`config.mk`:
```
export PLATFORM = sky130hd
export DESIGN_NAME = fifo_burst_arbiter_flat
export DESIGN_NICKNAME = d
export VERILOG_FILES = /design/src/rtl/fifo_burst_arbiter_if.sv /design/src/rtl/fifo_burst_arbiter.sv /design/src/flat_wrapper.sv
export SDC_FILE = /design/constraint.sdc
export NUM_CORES = 1
export LEC_CHECK = 0
export CAP_MARGIN = 20
export CELL_PAD_IN_SITES_DETAIL_PLACEMENT = 1
export CELL_PAD_IN_SITES_GLOBAL_PLACEMENT = 2
export CORE_ASPECT_RATIO = 0.5
export CORE_MARGIN = 3
export CORE_UTILIZATION = 21
export CTS_CLUSTER_DIAMETER = 80
export DETAILED_ROUTE_END_ITERATION = 12
export PLACE_DENSITY = 0.77
export REMOVE_ABC_BUFFERS = 1
export SYNTH_ARGS = -nofsm -noshare
export SYNTH_HDL_FRONTEND = slang
export SYNTH_SLANG_ARGS = --single-unit
```
`constraint.sdc`:
```
create_clock -name fifo_rdclk -period 4.29 [get_ports fifo_rdclk]
set_clock_uncertainty 0.15 [all_clocks]
set_input_delay 0.429 -clock fifo_rdclk [delete_from_list [all_inputs] [get_ports fifo_rdclk]]
set_output_delay 0.429 -clock fifo_rdclk [all_outputs]
set_load 0.01 [all_outputs]
```
`src/rtl/fifo_burst_arbiter_if.sv`:
```
// Handshake bundle between the capture FIFO read ports, the burst arbiter and the upload stage.
interface fifo_burst_arbiter_if #(
  parameter int CH_NUM  = 4,
  parameter int DATA_W  = 64,
  parameter int USEDW_W = 13
);
  logic [CH_NUM*USEDW_W-1:0] ch_rdusedw;
  logic [CH_NUM*DATA_W-1:0]  ch_q;
  logic [CH_NUM-1:0]         ch_rdreq;
  logic                      up_ready;
  logic                      data_valid;
  logic [DATA_W-1:0]         up_data;
  logic                      up_sop;
  logic                      up_eop;
  logic [3:0]                cur_ch;

  modport master (
    input  ch_rdusedw, ch_q, up_ready,
    output ch_rdreq, data_valid, up_data, up_sop, up_eop, cur_ch
  );

  modport slave (
    output ch_rdusedw, ch_q, up_ready,
    input  ch_rdreq, data_valid, up_data, up_sop, up_eop, cur_ch
  );
endinterface

```
`src/rtl/fifo_burst_arbiter.sv`:
```
// Round-robin burst read arbiter: drains BURST_LEN words from one full channel per grant,
// optionally prefixed by a framing header, with SOP/EOP marking on the upload side.
//   state | meaning
//   IDLE  | searching for an eligible channel while upload is ready
//   RD    | issuing BURST_LEN back-to-back reads from cur_ch
//   DRAIN | GAP_CYC idle cycles so rdusedw settles before next search
module fifo_burst_arbiter #(
  parameter int          CH_NUM     = 4,
  parameter int          DATA_W     = 64,
  parameter int          USEDW_W    = 13,
  parameter int          BURST_LEN  = 128,
  parameter int          GAP_CYC    = 2,
  parameter int          HEADER_EN  = 1,
  parameter logic [15:0] HEADER_TAG = 16'hA55A
) (
  input  logic           fifo_rdclk,
  input  logic           rst,
  fifo_burst_arbiter_if.master bus
);
  localparam int BEAT_W = $clog2(BURST_LEN + GAP_CYC + 1);
  localparam logic [BEAT_W-1:0]  LAST_RD    = BEAT_W'(BURST_LEN - 1);
  localparam logic [BEAT_W-1:0]  LAST_GAP   = BEAT_W'(BURST_LEN + GAP_CYC - 1);
  localparam logic [BEAT_W-1:0]  FIRST_DATA = BEAT_W'(1);
  localparam logic [BEAT_W-1:0]  LAST_DATA  = BEAT_W'(BURST_LEN);
  localparam logic [USEDW_W-1:0] THRESH     = USEDW_W'(BURST_LEN);

  typedef enum logic [1:0] {IDLE, RD, DRAIN} state_t;

  state_t              state_q, state_d;
  logic [BEAT_W-1:0]   beat_q, beat_d;
  logic [3:0]          cur_ch_q, cur_ch_d;
  logic [3:0]          ptr_q, ptr_d;
  logic [23:0]         seq_q, seq_d;
  logic [CH_NUM-1:0]   rdreq_q, rdreq_d;
  logic                rd_valid_q;
  logic                valid_q, valid_d;
  logic                sop_q, sop_d;
  logic                eop_q, eop_d;
  logic [DATA_W-1:0]   up_data_q, up_data_d;
  logic                hit;
  logic [3:0]          hit_ch;
  logic [4:0]          cand;
  logic [DATA_W-1:0]   hdr;

  always_ff @(posedge fifo_rdclk) begin
    if (rst) begin
      state_q    <= IDLE;
      beat_q     <= '0;
      cur_ch_q   <= '0;
      ptr_q      <= 4'(CH_NUM - 1);
      seq_q      <= '0;
      rdreq_q    <= '0;
      rd_valid_q <= 1'b0;
      valid_q    <= 1'b0;
      sop_q      <= 1'b0;
      eop_q      <= 1'b0;
      up_data_q  <= '0;
    end else begin
      state_q    <= state_d;
      beat_q     <= beat_d;
      cur_ch_q   <= cur_ch_d;
      ptr_q      <= ptr_d;
      seq_q      <= seq_d;
      rdreq_q    <= rdreq_d;
      rd_valid_q <= |rdreq_q;
      valid_q    <= valid_d;
      sop_q      <= sop_d;
      eop_q      <= eop_d;
      up_data_q  <= up_data_d;
    end
  end

  always_comb begin
    state_d   = state_q;
    beat_d    = beat_q;
    cur_ch_d  = cur_ch_q;
    ptr_d     = ptr_q;
    seq_d     = seq_q;
    up_data_d = up_data_q;
    valid_d   = 1'b0;
    sop_d     = 1'b0;
    eop_d     = 1'b0;
    rdreq_d   = '0;
    hit       = 1'b0;
    hit_ch    = '0;
    cand      = '0;
    hdr       = '0;

    // search starts one past the last served channel and wraps
    for (int i = 1; i <= CH_NUM; i++) begin
      cand = {1'b0, ptr_q} + 5'(i);
      if (cand >= 5'(CH_NUM)) cand = cand - 5'(CH_NUM);
      if (!hit && (bus.ch_rdusedw[cand[3:0]*USEDW_W +: USEDW_W] >= THRESH)) begin
        hit    = 1'b1;
        hit_ch = cand[3:0];
      end
    end

    hdr[63:48] = HEADER_TAG;
    hdr[47:40] = {4'b0, cur_ch_q};
    hdr[39:24] = 16'(BURST_LEN);
    hdr[23:0]  = seq_q;

    case (state_q)
      IDLE: begin
        if (hit && bus.up_ready) begin
          state_d  = RD;
          cur_ch_d = hit_ch;
          beat_d   = '0;
        end
      end
      RD: begin
        beat_d = beat_q + 1'b1;
        if (beat_q == '0) begin
          seq_d = seq_q + 1'b1;
          if (HEADER_EN != 0) begin
            up_data_d = hdr;
            valid_d   = 1'b1;
            sop_d     = 1'b1;
          end
        end
        if (beat_q == LAST_RD) state_d = DRAIN;
      end
      DRAIN: begin
        beat_d = beat_q + 1'b1;
        if (beat_q == LAST_GAP) begin
          state_d = IDLE;
          ptr_d   = cur_ch_q;
        end
      end
      default: state_d = IDLE;
    endcase

    // beat_q equals the data word number while FIFO q is valid
    if (rd_valid_q) begin
      up_data_d = bus.ch_q[cur_ch_q*DATA_W +: DATA_W];
      valid_d   = 1'b1;
      sop_d     = (HEADER_EN == 0) && (beat_q == FIRST_DATA);
      eop_d     = (beat_q == LAST_DATA);
    end

    for (int c = 0; c < CH_NUM; c++) begin
      rdreq_d[c] = (state_d == RD) && (cur_ch_d == 4'(c));
    end
  end

  assign bus.ch_rdreq   = rdreq_q;
  assign bus.data_valid = valid_q;
  assign bus.up_data    = up_data_q;
  assign bus.up_sop     = sop_q;
  assign bus.up_eop     = eop_q;
  assign bus.cur_ch     = cur_ch_q;
endmodule

```
`src/flat_wrapper.sv`:
```
// flat-port wrapper written by rule: the top's interface ports become plain ports
module fifo_burst_arbiter_flat 
#(
  parameter int          CH_NUM     = 4,
  parameter int          DATA_W     = 64,
  parameter int          USEDW_W    = 13,
  parameter int          BURST_LEN  = 128,
  parameter int          GAP_CYC    = 2,
  parameter int          HEADER_EN  = 1,
  parameter logic [15:0] HEADER_TAG = 16'hA55A
)
  (fifo_rdclk, rst, bus_ch_rdusedw, bus_ch_q, bus_up_ready, bus_ch_rdreq, bus_data_valid, bus_up_data, bus_up_sop, bus_up_eop, bus_cur_ch);
  fifo_burst_arbiter_if #(.CH_NUM(CH_NUM), .DATA_W(DATA_W), .USEDW_W(USEDW_W)) bus_i ();
  input  logic fifo_rdclk;
  input  logic rst;
  input wire logic [$bits(bus_i.ch_rdusedw)-1:0] bus_ch_rdusedw;
  input wire logic [$bits(bus_i.ch_q)-1:0] bus_ch_q;
  input wire logic [$bits(bus_i.up_ready)-1:0] bus_up_ready;
  output wire logic [$bits(bus_i.ch_rdreq)-1:0] bus_ch_rdreq;
  output wire logic [$bits(bus_i.data_valid)-1:0] bus_data_valid;
  output wire logic [$bits(bus_i.up_data)-1:0] bus_up_data;
  output wire logic [$bits(bus_i.up_sop)-1:0] bus_up_sop;
  output wire logic [$bits(bus_i.up_eop)-1:0] bus_up_eop;
  output wire logic [$bits(bus_i.cur_ch)-1:0] bus_cur_ch;
  assign bus_i.ch_rdusedw = bus_ch_rdusedw;
  assign bus_i.ch_q = bus_ch_q;
  assign bus_i.up_ready = bus_up_ready;
  assign bus_ch_rdreq = bus_i.ch_rdreq;
  assign bus_data_valid = bus_i.data_valid;
  assign bus_up_data = bus_i.up_data;
  assign bus_up_sop = bus_i.up_sop;
  assign bus_up_eop = bus_i.up_eop;
  assign bus_cur_ch = bus_i.cur_ch;
  fifo_burst_arbiter #(.CH_NUM(CH_NUM), .DATA_W(DATA_W), .USEDW_W(USEDW_W), .BURST_LEN(BURST_LEN), .GAP_CYC(GAP_CYC), .HEADER_EN(HEADER_EN), .HEADER_TAG(HEADER_TAG)) u_core (.fifo_rdclk(fifo_rdclk), .rst(rst), .bus(bus_i));
endmodule
```
==> results.toml <==
[outcome]
outcome = "finished clean"

[finish]
fill_cells = 3623
drive_above_1_share_pct = 12.1
antenna_cells = 0
stdcell_area_um2 = 11600
fin_util_pct = 36.2
area_growth_pct = 67.9
fin_nets = 1421

[clocking]
cts_setup_buffers = 0
clkTransAtPathRegs_ns = 0.05
cts_root_buf = "clkbuf_16"
hold_buffers = 0
clock_sinks = 114
ctsResizeCount = 0
cts_buffer_depth = 2
clk_latency_ns = 0.42
cts_tree = "yes"
h-tree-depth = 4
cts_buffers = 17

[sta]
setup_violations = 0
fin_crit_sh_pct = 82.4
tns_ns = 0
slew_viol_final = 0
tightest_slew_ns = 0.816
hold_viol = 0
rsz0062_at_grt = "false"
max_slew_margin_pct = 45.6
fmax_ghz = 0.283
worst_slack_ns = 0.757
layout_min_cycle_time_ns = 3.53

[drt]
drc = 0
num_vias = 7142
drtPass1Iterations = 4
avgRoutedWirePerCell_um = 20.4
wirelength_um = 31200
drtIter0Drc = 385
viasPerCell = 4.66
ant_nets = 0

[synthesis]
synth.distinct_cells = 62
yosysTopAreaCell = "dfxtp_1"
synthesis.area_um2 = 6910
synth_ff_type = "dfxtp_1"
ys_top_cells_by_area = "dfxtp_1 33%, mux4_2 21%, nor2_1 9.8%"
syn_avg_cell_area_um2 = 9.19
async_reset_ff_share_pct = 0
yosysSeqAreaShare_pct = 33.0
synth_edf_count = 0
ys_seq_elements = 114
yosysWarnings = 0
yosys.area.top_type_share_pct = 33.0
synthCells = 751

[power_and_ir_drop]
switching_power_mw = 0.895
comb_power_share_pct = 22.0
swShare_pct = 25.1
power_density_nw_per_um2 = 308
peakVddDrop_uv = 263
p_int_mw = 2.67
p_clk_share_pct = 45.3
seqPwrFrac_pct = 32.6
leakage_nw = 4.13

[worst_hold_path]
hold_class = "primary input to register"
hold_start = "rst"

[global_routing]
grt.total_usage_pct = 17.2
busiest_layer = "met2"
gr-total-overflow = 0
grtUsageMet1_pct = 21.8
grt_pass1_vias = 7666
grt_pass1_wl_um = 46800
grt_max_degree = 69
grt_util_met2_pct = 30.7
grt_use_met3_pct = 2.69
grt_antenna_before_repair = 0

[die]
die_y_um = 134
dieArea_um2 = 35200
start_util_pct = 21.5
core_area_um2 = 32100
ios = 386
die_x_um = 262
num_rows = 46

[place]
gp_congestion = 0.811
hpwl_um = 25000
place_area_um2 = 10900
port-buffer-count = 357
dp_slack_ns = 0.749

[critical_path]
crit_fanout = 13
arrival_ns = 3.73
crit_start = "u_core.ptr_q[2]"
critPathKind = "register to register"
path_cells = "ha_1 -> a21oi_1 -> xnor2_1 -> ha_1 -> o21ai_0 -> a31oi_1 -> a211oi_1 -> o41ai_2 -> buf_4 -> o21ai_0 -> nor3b_2"
r2r_start = "u_core.ptr_q[2]"
path_delay_family = "compound AO/OA/AOI/OAI gates"
slowest_delay_ns = 0.64
start_kind = "register"
critPathBufInv = 1
cp-end-kind = "register"
critical-path-slowest-cell = "dfxtp_1"
worstPathRequired_ns = 4.49

[flow_run]
cap_viol_max_count = 0
==> kinds of logic after synthesis <==
family                   count (synthesis)  synth area share, %
adder cells (fa/ha/maj)                 22                 3.99
XOR/XNOR                                30                 3.81
AND/OR/NAND/NOR                        313                 21.1
multiplexers                            67                 21.3
AO/OA/AOI/OAI                          135                 12.6
flip-flops                             114                 33.0
buffers and inverters                   70                 4.13
==> power groups by stage <==
stage	Clock, mW	Sequential [mW]	Combinational, mW
6_report	1.62	1.16	0.786
5_1_grt	1.71	1.17	0.852
4_1_cts	1.66	1.16	0.796
3_5_place_dp	0	1.19	0.790
3_3_place_gp	0	1.18	0.773
2_1_floorplan	0	1.21	0.245
==> synthesized netlist by cell type (all sizes together), types with 5 or more instances <==
| cell type | count |
|---|---|
| nor3 | 34 |
| and3 | 5 |
| and2 | 6 |
| nand3 | 14 |
| a21oi | 60 |
| xor2 | 16 |
| xnor2 | 14 |
| buf | 17 |
| mux4 | 64 |
| a22oi | 29 |
| ha | 22 |
| nand4 | 5 |
| nor4 | 7 |
| dfxtp | 114 |
| inv | 14 |
| o21ai | 12 |
| a31oi | 7 |
| nand2 | 35 |
| or3 | 8 |
| nor2 | 182 |
| clkbuf | 38 |
==> layout by cell type (no fill, tap or decap), types with 12 or more instances in the layout <==
cell type        Yosys  routed
clkdlybuf4s50_1      0     356
clkbuf_16            0      17
ha_1                22      22
mux4_2              64      64
xnor2_1             14      14
xor2_1              16      16
dfxtp_1            114     111
nand3_1             14      14
a21oi_1             60      60
a22oi_1             29      29
o21ai_0             12      12
nand2_1             34      34
nor3_1              33      33
inv_1               14      14
nor2_1             181     180
buf_4                3      16
==> path summary, 6_finish.rpt <==
| check | endpoint | slack [ns] | cells after the start |
|---|---|---|---|
| worst max register to register | u_core.bus.ch_rdreq[1] | 0.76 | 11 |
| worst max-delay path | u_core.bus.ch_rdreq[1] | 0.76 | 11 |
| worst min register to register | u_core.rd_valid_q | 0.34 | 2 |
| worst min-delay path | u_core.ptr_q[3] | 0.29 | 2 |
==> per-layer routing <==
metal,wire [µm],vias to the layer above
li1,-,3392
met1,13400,3581
met2,16300,130
met3,1020,39
met4,517,0
met5,0,-
==> flip-flops by register name, indices dropped and copies added, names as in the netlist <==
| signal | cells |
|---|---|
| u_core.beat_q | 8 |
| u_core.bus.up_data | 64 |
| u_core.bus.cur_ch | 4 |
| u_core.ptr_q | 4 |
| u_core.state_q | 2 |
| u_core.seq_q | 24 |
| u_core.bus.data_valid | 1 |
| u_core.bus.up_sop | 1 |
| u_core.bus.ch_rdreq | 4 |
| u_core.rd_valid_q | 1 |
| u_core.bus.up_eop | 1 |
==> area by class of cell <==
type,instances,area [µm²],share of cell area [%]
timing repair buffer,373,3700,31.9
clock buffer,23,488,4.21
clock inverter,9,174,1.50
sequential,114,2290,19.8
inverter,15,56.3,0.486
multi-input combinational,567,4340,37.4
tap,432,541,4.66
==> through the flow <==
stage | hold slack [ns] | std cells | power [mW]
3_5_place_dp | 0.334 | 1500 | 1.98
2_1_floorplan | 0.306 | 696 | 1.46
3_3_place_gp | 0.326 | 1500 | 1.96
5_1_grt | 0.311 | 1533 | 3.74
4_1_cts | 0.291 | 1532 | 3.62
6_report | 0.291 | 1533 | 3.57
Power figures use the tool's default switching activity.
